$ cat config.mk
export PLATFORM = sky130hd
export DESIGN_NAME = clause_cell_n
export DESIGN_NICKNAME = d
export VERILOG_FILES = /design/src/rtl/clause_cell_n.sv
export SDC_FILE = /design/constraint.sdc
export NUM_CORES = 1
export LEC_CHECK = 0
export ABC_AREA = 1
export CORE_MARGIN = 4
export CORE_UTILIZATION = 30
export CTS_BUF_LIST = sky130_fd_sc_hd__clkbuf_4 sky130_fd_sc_hd__clkbuf_8
export CTS_CLUSTER_SIZE = 28
export DETAILED_ROUTE_END_ITERATION = 10
export PLACE_DENSITY_LB_ADDON = 0.08
export SETUP_SLACK_MARGIN = 0.1
export SLEW_MARGIN = 15
export SYNTH_ARGS = -nofsm -noshare
export SYNTH_HDL_FRONTEND = slang
export SYNTH_SLANG_ARGS = --single-unit
$ cat constraint.sdc
create_clock -name clk -period 2.43 [get_ports clk]
set_input_delay 0.729 -clock clk [delete_from_list [all_inputs] [get_ports clk]]
set_output_delay 0.729 -clock clk [all_outputs]
set_load 0.02 [all_outputs]
$ cat src/rtl/clause_cell_n.sv
// clause_cell_n: one clause of NUM_LIT literal slots. Each evaluation takes a
// snapshot of the variable values and then scans them one slot per cycle. The
// result is whether the clause is satisfied, whether it is in conflict, and a
// saturating count of free literals. When exactly one literal is free and none
// is true, the cell holds a unit implication for that literal.
//
// state | meaning
// ------+------------------------------------------------------------------
// IDLE  | waiting; wr_i loads polarities, eval_i snapshots vars and starts
// SCAN  | one slot per cycle; wr_i aborts the scan and reloads polarities
// DONE  | commit results and the implication, pulse done_o, back to IDLE
module clause_cell_n #(
   parameter int NUM_LIT = 8,
   parameter int CNT_W   = 2,
   parameter int IDX_W   = $clog2(NUM_LIT)
) (
   input  logic                   clk,
   input  logic                   rst,
   input  logic                   wr_i,
   input  logic [2*NUM_LIT-1:0]   lit_i,
   input  logic [2*NUM_LIT-1:0]   var_value_i,
   input  logic                   eval_i,
   input  logic                   imp_drv_i,
   output logic                   busy_o,
   output logic                   done_o,
   output logic [CNT_W-1:0]       freelitcnt_o,
   output logic                   clausesat_o,
   output logic                   conflict_o,
   output logic [NUM_LIT-1:0]     imp_valid_o,
   output logic [2*NUM_LIT-1:0]   imp_value_o
);

   typedef enum logic [1:0] {
      IDLE = 2'd0,
      SCAN = 2'd1,
      DONE = 2'd2
   } state_t;

   // Value of the literal in the slot currently under the scan pointer.
   typedef enum logic [2:0] {
      LS_ABSENT   = 3'd0,
      LS_FREE     = 3'd1,
      LS_TRUE     = 3'd2,
      LS_FALSE    = 3'd3,
      LS_CONFLICT = 3'd4
   } lit_state_t;

   localparam logic [1:0]       POL_NEG  = 2'b01;
   localparam logic [1:0]       POL_POS  = 2'b10;
   localparam logic [1:0]       VAR_FREE = 2'b00;
   localparam logic [1:0]       VAR_F    = 2'b01;
   localparam logic [1:0]       VAR_T    = 2'b10;
   localparam logic [1:0]       VAR_CFL  = 2'b11;
   localparam logic [IDX_W-1:0] IDX_LAST = IDX_W'(NUM_LIT - 1);
   localparam logic [CNT_W-1:0] CNT_MAX  = {CNT_W{1'b1}};

   state_t                       state_q;
   logic [NUM_LIT-1:0][1:0]      lit_q;
   logic [NUM_LIT-1:0][1:0]      var_q;
   logic [IDX_W-1:0]             idx_q;

   // Scan accumulators.
   logic [CNT_W-1:0]             cnt_q;
   logic                         sat_q;
   logic                         cfl_q;
   logic                         any_free_q;
   logic                         multi_free_q;
   logic [IDX_W-1:0]             first_free_q;

   // Registered results.
   logic                         busy_q;
   logic                         done_q;
   logic [CNT_W-1:0]             freelitcnt_q;
   logic                         clausesat_q;
   logic                         conflict_q;
   logic [NUM_LIT-1:0]           imp_valid_q;
   logic [NUM_LIT-1:0][1:0]      imp_value_q;

   logic [1:0]                   slot_pol;
   logic [1:0]                   slot_var;
   logic                         slot_present;
   lit_state_t                   slot_st;

   // Classify the literal at the scan pointer; reserved polarity 11 is absent.
   always_comb begin
      slot_pol     = lit_q[idx_q];
      slot_var     = var_q[idx_q];
      slot_present = (slot_pol == POL_POS) || (slot_pol == POL_NEG);
      slot_st      = LS_ABSENT;
      if (slot_present) begin
         case (slot_var)
            VAR_FREE: slot_st = LS_FREE;
            VAR_CFL:  slot_st = LS_CONFLICT;
            VAR_T:    slot_st = (slot_pol == POL_POS) ? LS_TRUE : LS_FALSE;
            VAR_F:    slot_st = (slot_pol == POL_NEG) ? LS_TRUE : LS_FALSE;
            default:  slot_st = LS_ABSENT;
         endcase
      end
   end

   // Sequencer: polarity store, snapshot, slot scan and result commit.
   always_ff @(posedge clk) begin
      if (rst) begin
         state_q      <= IDLE;
         lit_q        <= '0;
         var_q        <= '0;
         idx_q        <= '0;
         cnt_q        <= '0;
         sat_q        <= 1'b0;
         cfl_q        <= 1'b0;
         any_free_q   <= 1'b0;
         multi_free_q <= 1'b0;
         first_free_q <= '0;
         busy_q       <= 1'b0;
         done_q       <= 1'b0;
         freelitcnt_q <= '0;
         clausesat_q  <= 1'b0;
         conflict_q   <= 1'b0;
         imp_valid_q  <= '0;
         imp_value_q  <= '0;
      end else begin
         done_q <= 1'b0;
         case (state_q)
            IDLE: begin
               if (wr_i) begin
                  // A write in the same cycle as eval_i wins; eval_i is dropped.
                  lit_q <= lit_i;
               end else if (eval_i) begin
                  var_q        <= var_value_i;
                  idx_q        <= '0;
                  cnt_q        <= '0;
                  sat_q        <= 1'b0;
                  cfl_q        <= 1'b0;
                  any_free_q   <= 1'b0;
                  multi_free_q <= 1'b0;
                  first_free_q <= '0;
                  freelitcnt_q <= '0;
                  clausesat_q  <= 1'b0;
                  conflict_q   <= 1'b0;
                  imp_valid_q  <= '0;
                  imp_value_q  <= '0;
                  busy_q       <= 1'b1;
                  state_q      <= SCAN;
               end
            end

            SCAN: begin
               if (wr_i) begin
                  // Abort: results were cleared on acceptance and stay cleared.
                  lit_q   <= lit_i;
                  busy_q  <= 1'b0;
                  state_q <= IDLE;
               end else begin
                  case (slot_st)
                     LS_FREE: begin
                        if (cnt_q != CNT_MAX) begin
                           cnt_q <= cnt_q + CNT_W'(1);
                        end
                        if (!any_free_q) begin
                           any_free_q   <= 1'b1;
                           first_free_q <= idx_q;
                        end else begin
                           // Tracked apart from cnt_q so a narrow counter that
                           // saturates at 1 cannot fake a unit clause.
                           multi_free_q <= 1'b1;
                        end
                     end
                     LS_TRUE:     sat_q <= 1'b1;
                     LS_CONFLICT: cfl_q <= 1'b1;
                     default: ;
                  endcase
                  if (idx_q == IDX_LAST) begin
                     busy_q  <= 1'b0;
                     state_q <= DONE;
                  end else begin
                     idx_q <= idx_q + IDX_W'(1);
                  end
               end
            end

            DONE: begin
               done_q       <= 1'b1;
               freelitcnt_q <= cnt_q;
               clausesat_q  <= sat_q;
               conflict_q   <= cfl_q || (!sat_q && !any_free_q);
               if (!sat_q && !cfl_q && any_free_q && !multi_free_q) begin
                  imp_valid_q[first_free_q] <= 1'b1;
                  imp_value_q[first_free_q] <=
                     (lit_q[first_free_q] == POL_POS) ? VAR_T : VAR_F;
               end
               if (wr_i) begin
                  lit_q <= lit_i;
               end
               state_q <= IDLE;
            end

            default: begin
               busy_q  <= 1'b0;
               state_q <= IDLE;
            end
         endcase
      end
   end

   assign busy_o       = busy_q;
   assign done_o       = done_q;
   assign freelitcnt_o = freelitcnt_q;
   assign clausesat_o  = clausesat_q;
   assign conflict_o   = conflict_q;

   // The implication is held internally and only driven while imp_drv_i is high.
   assign imp_valid_o  = imp_valid_q & {NUM_LIT{imp_drv_i}};
   assign imp_value_o  = imp_value_q & {(2*NUM_LIT){imp_drv_i}};

endmodule

## Yosys cells after proc, flatten, opt, wreduce, memory -nomap -nowiden

Index checks and enable logic that the tools add are counted.

| word-level totals | value |
|---|---|
| register bits after elaboration | 76 |
| bits of input ports | 37 |
| word-level logic and storage cells | 170 |

| operators by class | value |
|---|---|
| $add $sub $neg | 2 |
| order comparisons | 3 |
| equality and inequality tests | 25 |
| mux-type cells | 68 |
| bitwise logic cells | 5 |
| reduce and logical (&&, ||, !) cells | 29 |

Operator list:

| operator | number |
|---|---|
| 16-bit two-way mux | 3 |
| 16-bit one-hot mux with 2 select lines | 1 |
| 2-bit two-way mux | 14 |
| 3-bit two-way mux | 8 |
| 8-bit two-way mux | 3 |
| 5-bit AND reduction | 4 |
| 1-bit two-way mux | 19 |
| 2-bit binary-select mux with 3-bit select | 3 |
| 2-bit != test, second input constant | 9 |
| 6-bit AND reduction | 3 |
| 16-bit AND | 1 |
| 16-bit bitwise mux | 1 |
| 8-bit one-hot mux with 2 select lines | 1 |
| 1-bit one-hot mux with 2 select lines | 6 |
| 2-bit one-hot mux with 2 select lines | 3 |
| 3-bit one-hot mux with 2 select lines | 2 |
| 3-bit one-hot mux with 4 select lines | 1 |
| 2-bit equality test, second input constant | 5 |
| 3-bit AND reduction | 3 |
| 8-bit AND | 1 |
| 3-bit by 4-bit less-than comparator with 1-bit output, second input constant | 2 |
| 8-bit bitwise OR | 1 |
| 4-bit AND reduction | 2 |
| 2-bit demux with 3-bit select | 1 |
| 19 further kinds | 35 |

## Longest topological paths before layout

| logic depth | value |
|---|---|
| word-level depth | 10 |
| mapped depth | 18 |
| mapped depth without buffers | 17 |

## Worst setup path before layout

OpenSTA, ideal clock, no wires.

| timing | value |
|---|---|
| kind | register to register |
| start point | reg idx_q[0] |
| end point | reg first_free_q[0] |
| library setup time | 0.114 ns |
| arrival | 2.150 ns |
| data required time | 2.316 ns |
| setup slack | 0.166 ns |
| cell stages (with the launch flop) | 15 |
| buffers on the path | 2 |
| clock period less this slack | 2.264 ns |
| path through | dfxtp_1 buf_2 clkbuf_1 nor2_1 o22ai_1 inv_1 o21ai_0 inv_1 ha_1 inv_1 nand4_1 nand2_1 nand2_1 a21oi_1 nor2_1 |

| on the way | value |
|---|---|
| cells in the longest elaborated chain, start to end | 9 |

RTL lines:

| item | line | text |
|---|---|---|
| start: declaration | 60 | `logic [IDX_W-1:0] idx_q;` |
| start signal: assignment | 176 | `idx_q <= idx_q + IDX_W'(1);` |
| 2-bit binary-select mux with 3-bit select | 86 | `slot_pol = lit_q[idx_q];` |
| 2-bit two-way mux (not written as such) | 86 |  |
| 2-bit by 1-bit equality test with 1-bit output / 2-bit equality test (equally long branches) | 88, 95, 94 |  |
| 1-bit two-way mux (on tied branches) | 95, 94 |  |
| 3-bit one-hot mux with 4 select lines | 91 | `case (slot_var)` |
| 3-bit two-way mux | 90 | `if (slot_present) begin` |
| 3-bit by 1-bit equality test with 1-bit output | 154 | `case (slot_st)` |
| 2-bit by 1-bit != test with 1-bit output (no line) | - |  |
| 6-bit AND reduction (no line) | - |  |
| end signal: assignment | 161 | `first_free_q <= idx_q;` |
| end: declaration | 68 | `logic [IDX_W-1:0] first_free_q;` |

Parallel ways exist; a longest one is shown, timed or not. The select of a mux whose other input is x is not followed.
A chain may end at the register's enable or synchronous reset.

## Worst setup path after layout

| timing | value |
|---|---|
| start point | in imp_drv_i |
| end point | out imp_valid_o[3] |

| on the way | value |
|---|---|
| cells in the longest elaborated chain, start to end | 1 |

RTL lines:

| item | line | text |
|---|---|---|
| start: declaration | 23 | `input logic imp_drv_i,` |
| 8-bit AND | 212 | `assign imp_valid_o = imp_valid_q & {NUM_LIT{imp_drv_i}};` |
| end: declaration | 29 | `output logic [NUM_LIT-1:0] imp_valid_o,` |

No other way between the ends.

==> impl_metrics.ini <==
[synthesis]
syn_area_per_cell_um2 = 6.90
synthMuxAreaShare_pct = 0
yosysWarnings = 0
syn_nets = 582
yosys.area_share.simple_pct = 25.1
synth_compound_area_share_pct = 19.7
synth_cells = 536
synthAdderAreaFrac_pct = 3.04
synth_top_family_by_area = simple AND/OR/NAND/NOR gates
ys_types = 33
synth_seq_cells = 76
synth_area_um2 = 3700
seq_area_frac_synth_pct = 41.1
yosys.area_share.xor_xnor_pct = 0

[clocking]
cts_sinks = 76
clk_latency_ps = 350
htreeDepth = 3
cts_buffers = 9
root_buffer = clkbuf_8
cts_hold_buf = 0
post_cts_buffers = 0
cts_tree = yes
clkTransAtPathRegs_ps = 80
clock_path_buffers = 2

[floorplan]
row_count = 40
core_um2 = 12100
die_w_um = 119
die_h_um = 119
die_area_um2 = 14200
io_pins = 67
start_util_pct = 30.7

[worst_setup_path]
required_ps = 1700
cpPeakStageDelay_ps = 280
end_kind = output pin
critPathKind = in -> out
cp_max_fo = 12
cp.arrival_ps = 1480
crit_chain = clkdlybuf4s15_2 -> bufbuf_16 -> nand2_1 -> inv_1 -> buf_2
slowest_stage = bufbuf_16
startpoint_type = input port

[sta]
post-route-period-util_pct = 90.9
hold_viol = 0
slew_headroom_pct = 66.5
rsz0062_at_grt = false
finalMaxSlewViolations = 0
max_freq_mhz = 453
worst_pin_slew_ps = 501
setup_viol = 0
finalClockSkew_ps = 8.74
post-route-min-period_ps = 2210
fin_hold_ws_ps = 467

[global_routing]
grt_max_degree = 32
overflow = 0
antenna_found_initial = 0
gr-usage-all-layers_pct = 14.7
grt_pass1_wl_um = 17200
grt_pass1_vias = 3519

[min_path]
hold_path.class = reg -> reg

[run_status]
outcome = finished, final reports clean

[power_and_ir_drop]
power_mw = 2.94
ir_drop_uv = 332
p_leak_nw = 2.25
p_per_area_nw_per_um2 = 600

[route]
viasPerCell = 4.58
wl_per_cell_um = 12.9
vias = 3606
wl_um = 10200
drtIter0Drc = 201
drc = 0
dr.pass1.iters = 4
ant_nets = 0

[placed_design]
dp_hpwl_um = 7360
port_buffers = 66
gp_congestion = 0.801

[cells_and_area]
diodes = 0
nets = 661
drive_above_1_share_pct = 15.8
area_delta_synth_final_pct = 32.7

[job]
maxCapViolCount = 0
==> kinds of logic after synthesis <==
logic type | count (synthesis)
AOI/OAI and AO/OA | 130
adders and majority gates | 9
buffers and inverters | 100
DFF | 76
and+or+nand+nor | 221
==> critical path, delay by kind of cell <==
family	cells	cell delay, ps
buffers and inverters	4	690
and+or+nand+nor	1	50
==> cell usage after synthesis, drive strengths merged <==
cell	instances	area, um^2
ha	9	113
nand3b	1	7.51
a32o	1	10.0
nor4	1	6.26
clkinv	2	8.75
o22ai	4	25.0
o21ba	8	80.1
a211oi	3	22.5
clkbuf	13	48.8
o31ai	1	7.51
nand3	21	110
nor2	80	327
inv	74	280
buf	11	71.3
a21oi	56	295
dfxtp	76	1520
o21ai	57	289
nand4	11	68.8
nand2	107	409
==> cell type report <==
| class | count | area, um^2 |
|---|---|---|
| sequential | 76 | 1520 |
| clock inverter | 5 | 75.1 |
| timing repair buffer | 92 | 866 |
| multi-input combinational | 360 | 1800 |
| tap | 168 | 210 |
| inverter | 76 | 289 |
| fill | 1286 | 7150 |
| clock buffer | 11 | 145 |
==> metrics by stage <==
step | setup slack (ps) | cells | util, % | instance area [um^2] | setup TNS [ps]
final | 221 | 788 | 40.7 | 4910 | 0
after detailed placement | -429 | 771 | 38.7 | 4660 | -9950
after floorplan | 166 | 536 | - | 3700 | 0
after CTS | 105 | 788 | 41.0 | 4950 | 0
after global placement | -409 | 771 | 38.7 | 4660 | -9630
after global routing | 105 | 788 | 40.7 | 4910 | 0
==> repair_timing <==
action | CTS | global route
gates cloned | 1 | 0
setup endpoints to repair | 30 | 20
pin swaps | 0 | 1
gates resized for setup | 77 | 28
==> state kept, by name, summed over array words and instances, names as in the netlist, 2 cells and up <==
signal	count
imp_value_q	16
lit_q	16
var_q	16
imp_valid_q	8
first_free_q	3
idx_q	3
cnt_q	2
freelitcnt_o	2
state_q	2
==> metal layers <==
layer	vias up	GRT usage [%]	wire length, um
met2	84	23.7	4630
met5	-	0	0
met1	1632	19.6	4960
met4	0	5.21	166
li1	1874	-	-
met3	16	3.09	425
==> cell usage in the layout (no fill, tap or decap), drive strengths merged, types with 2 or more instances in the layout <==
cell and instances:
clkdlybuf4s50 41, nand2 107, bufinv 2, a21oi 56, o21ba 8, o21ai 57, clkinv 5, a211oi 3
buf 37, clkbuf 11, nand3 21, dfxtp 76, inv 74, clkdlybuf4s15 13, nand4 11, ha 9
nor2 80, o22ai 4
==> report_power, final <==
group / total [mW] / internal, mW / leakage, nW / switching, mW
logic: 0.536 / 0.227 / 1.51 / 0.309
registers: 1.33 / 1.30 / 0.622 / 0.0272
clock network: 1.08 / 0.613 / 0.116 / 0.467
==> worst paths after layout <==
kind / start / to / slack [ps] / cells past startpoint
worst max register to register: idx_q[1] / first_free_q[2] / 290 / 17
worst min register to register: multi_free_q / multi_free_q / 470 / 2
worst min-delay path: multi_free_q / multi_free_q / 470 / 2
worst max-delay path: imp_drv_i / imp_valid_o[3] / 220 / 5
Note: power is estimated with default switching activity, not from simulation.
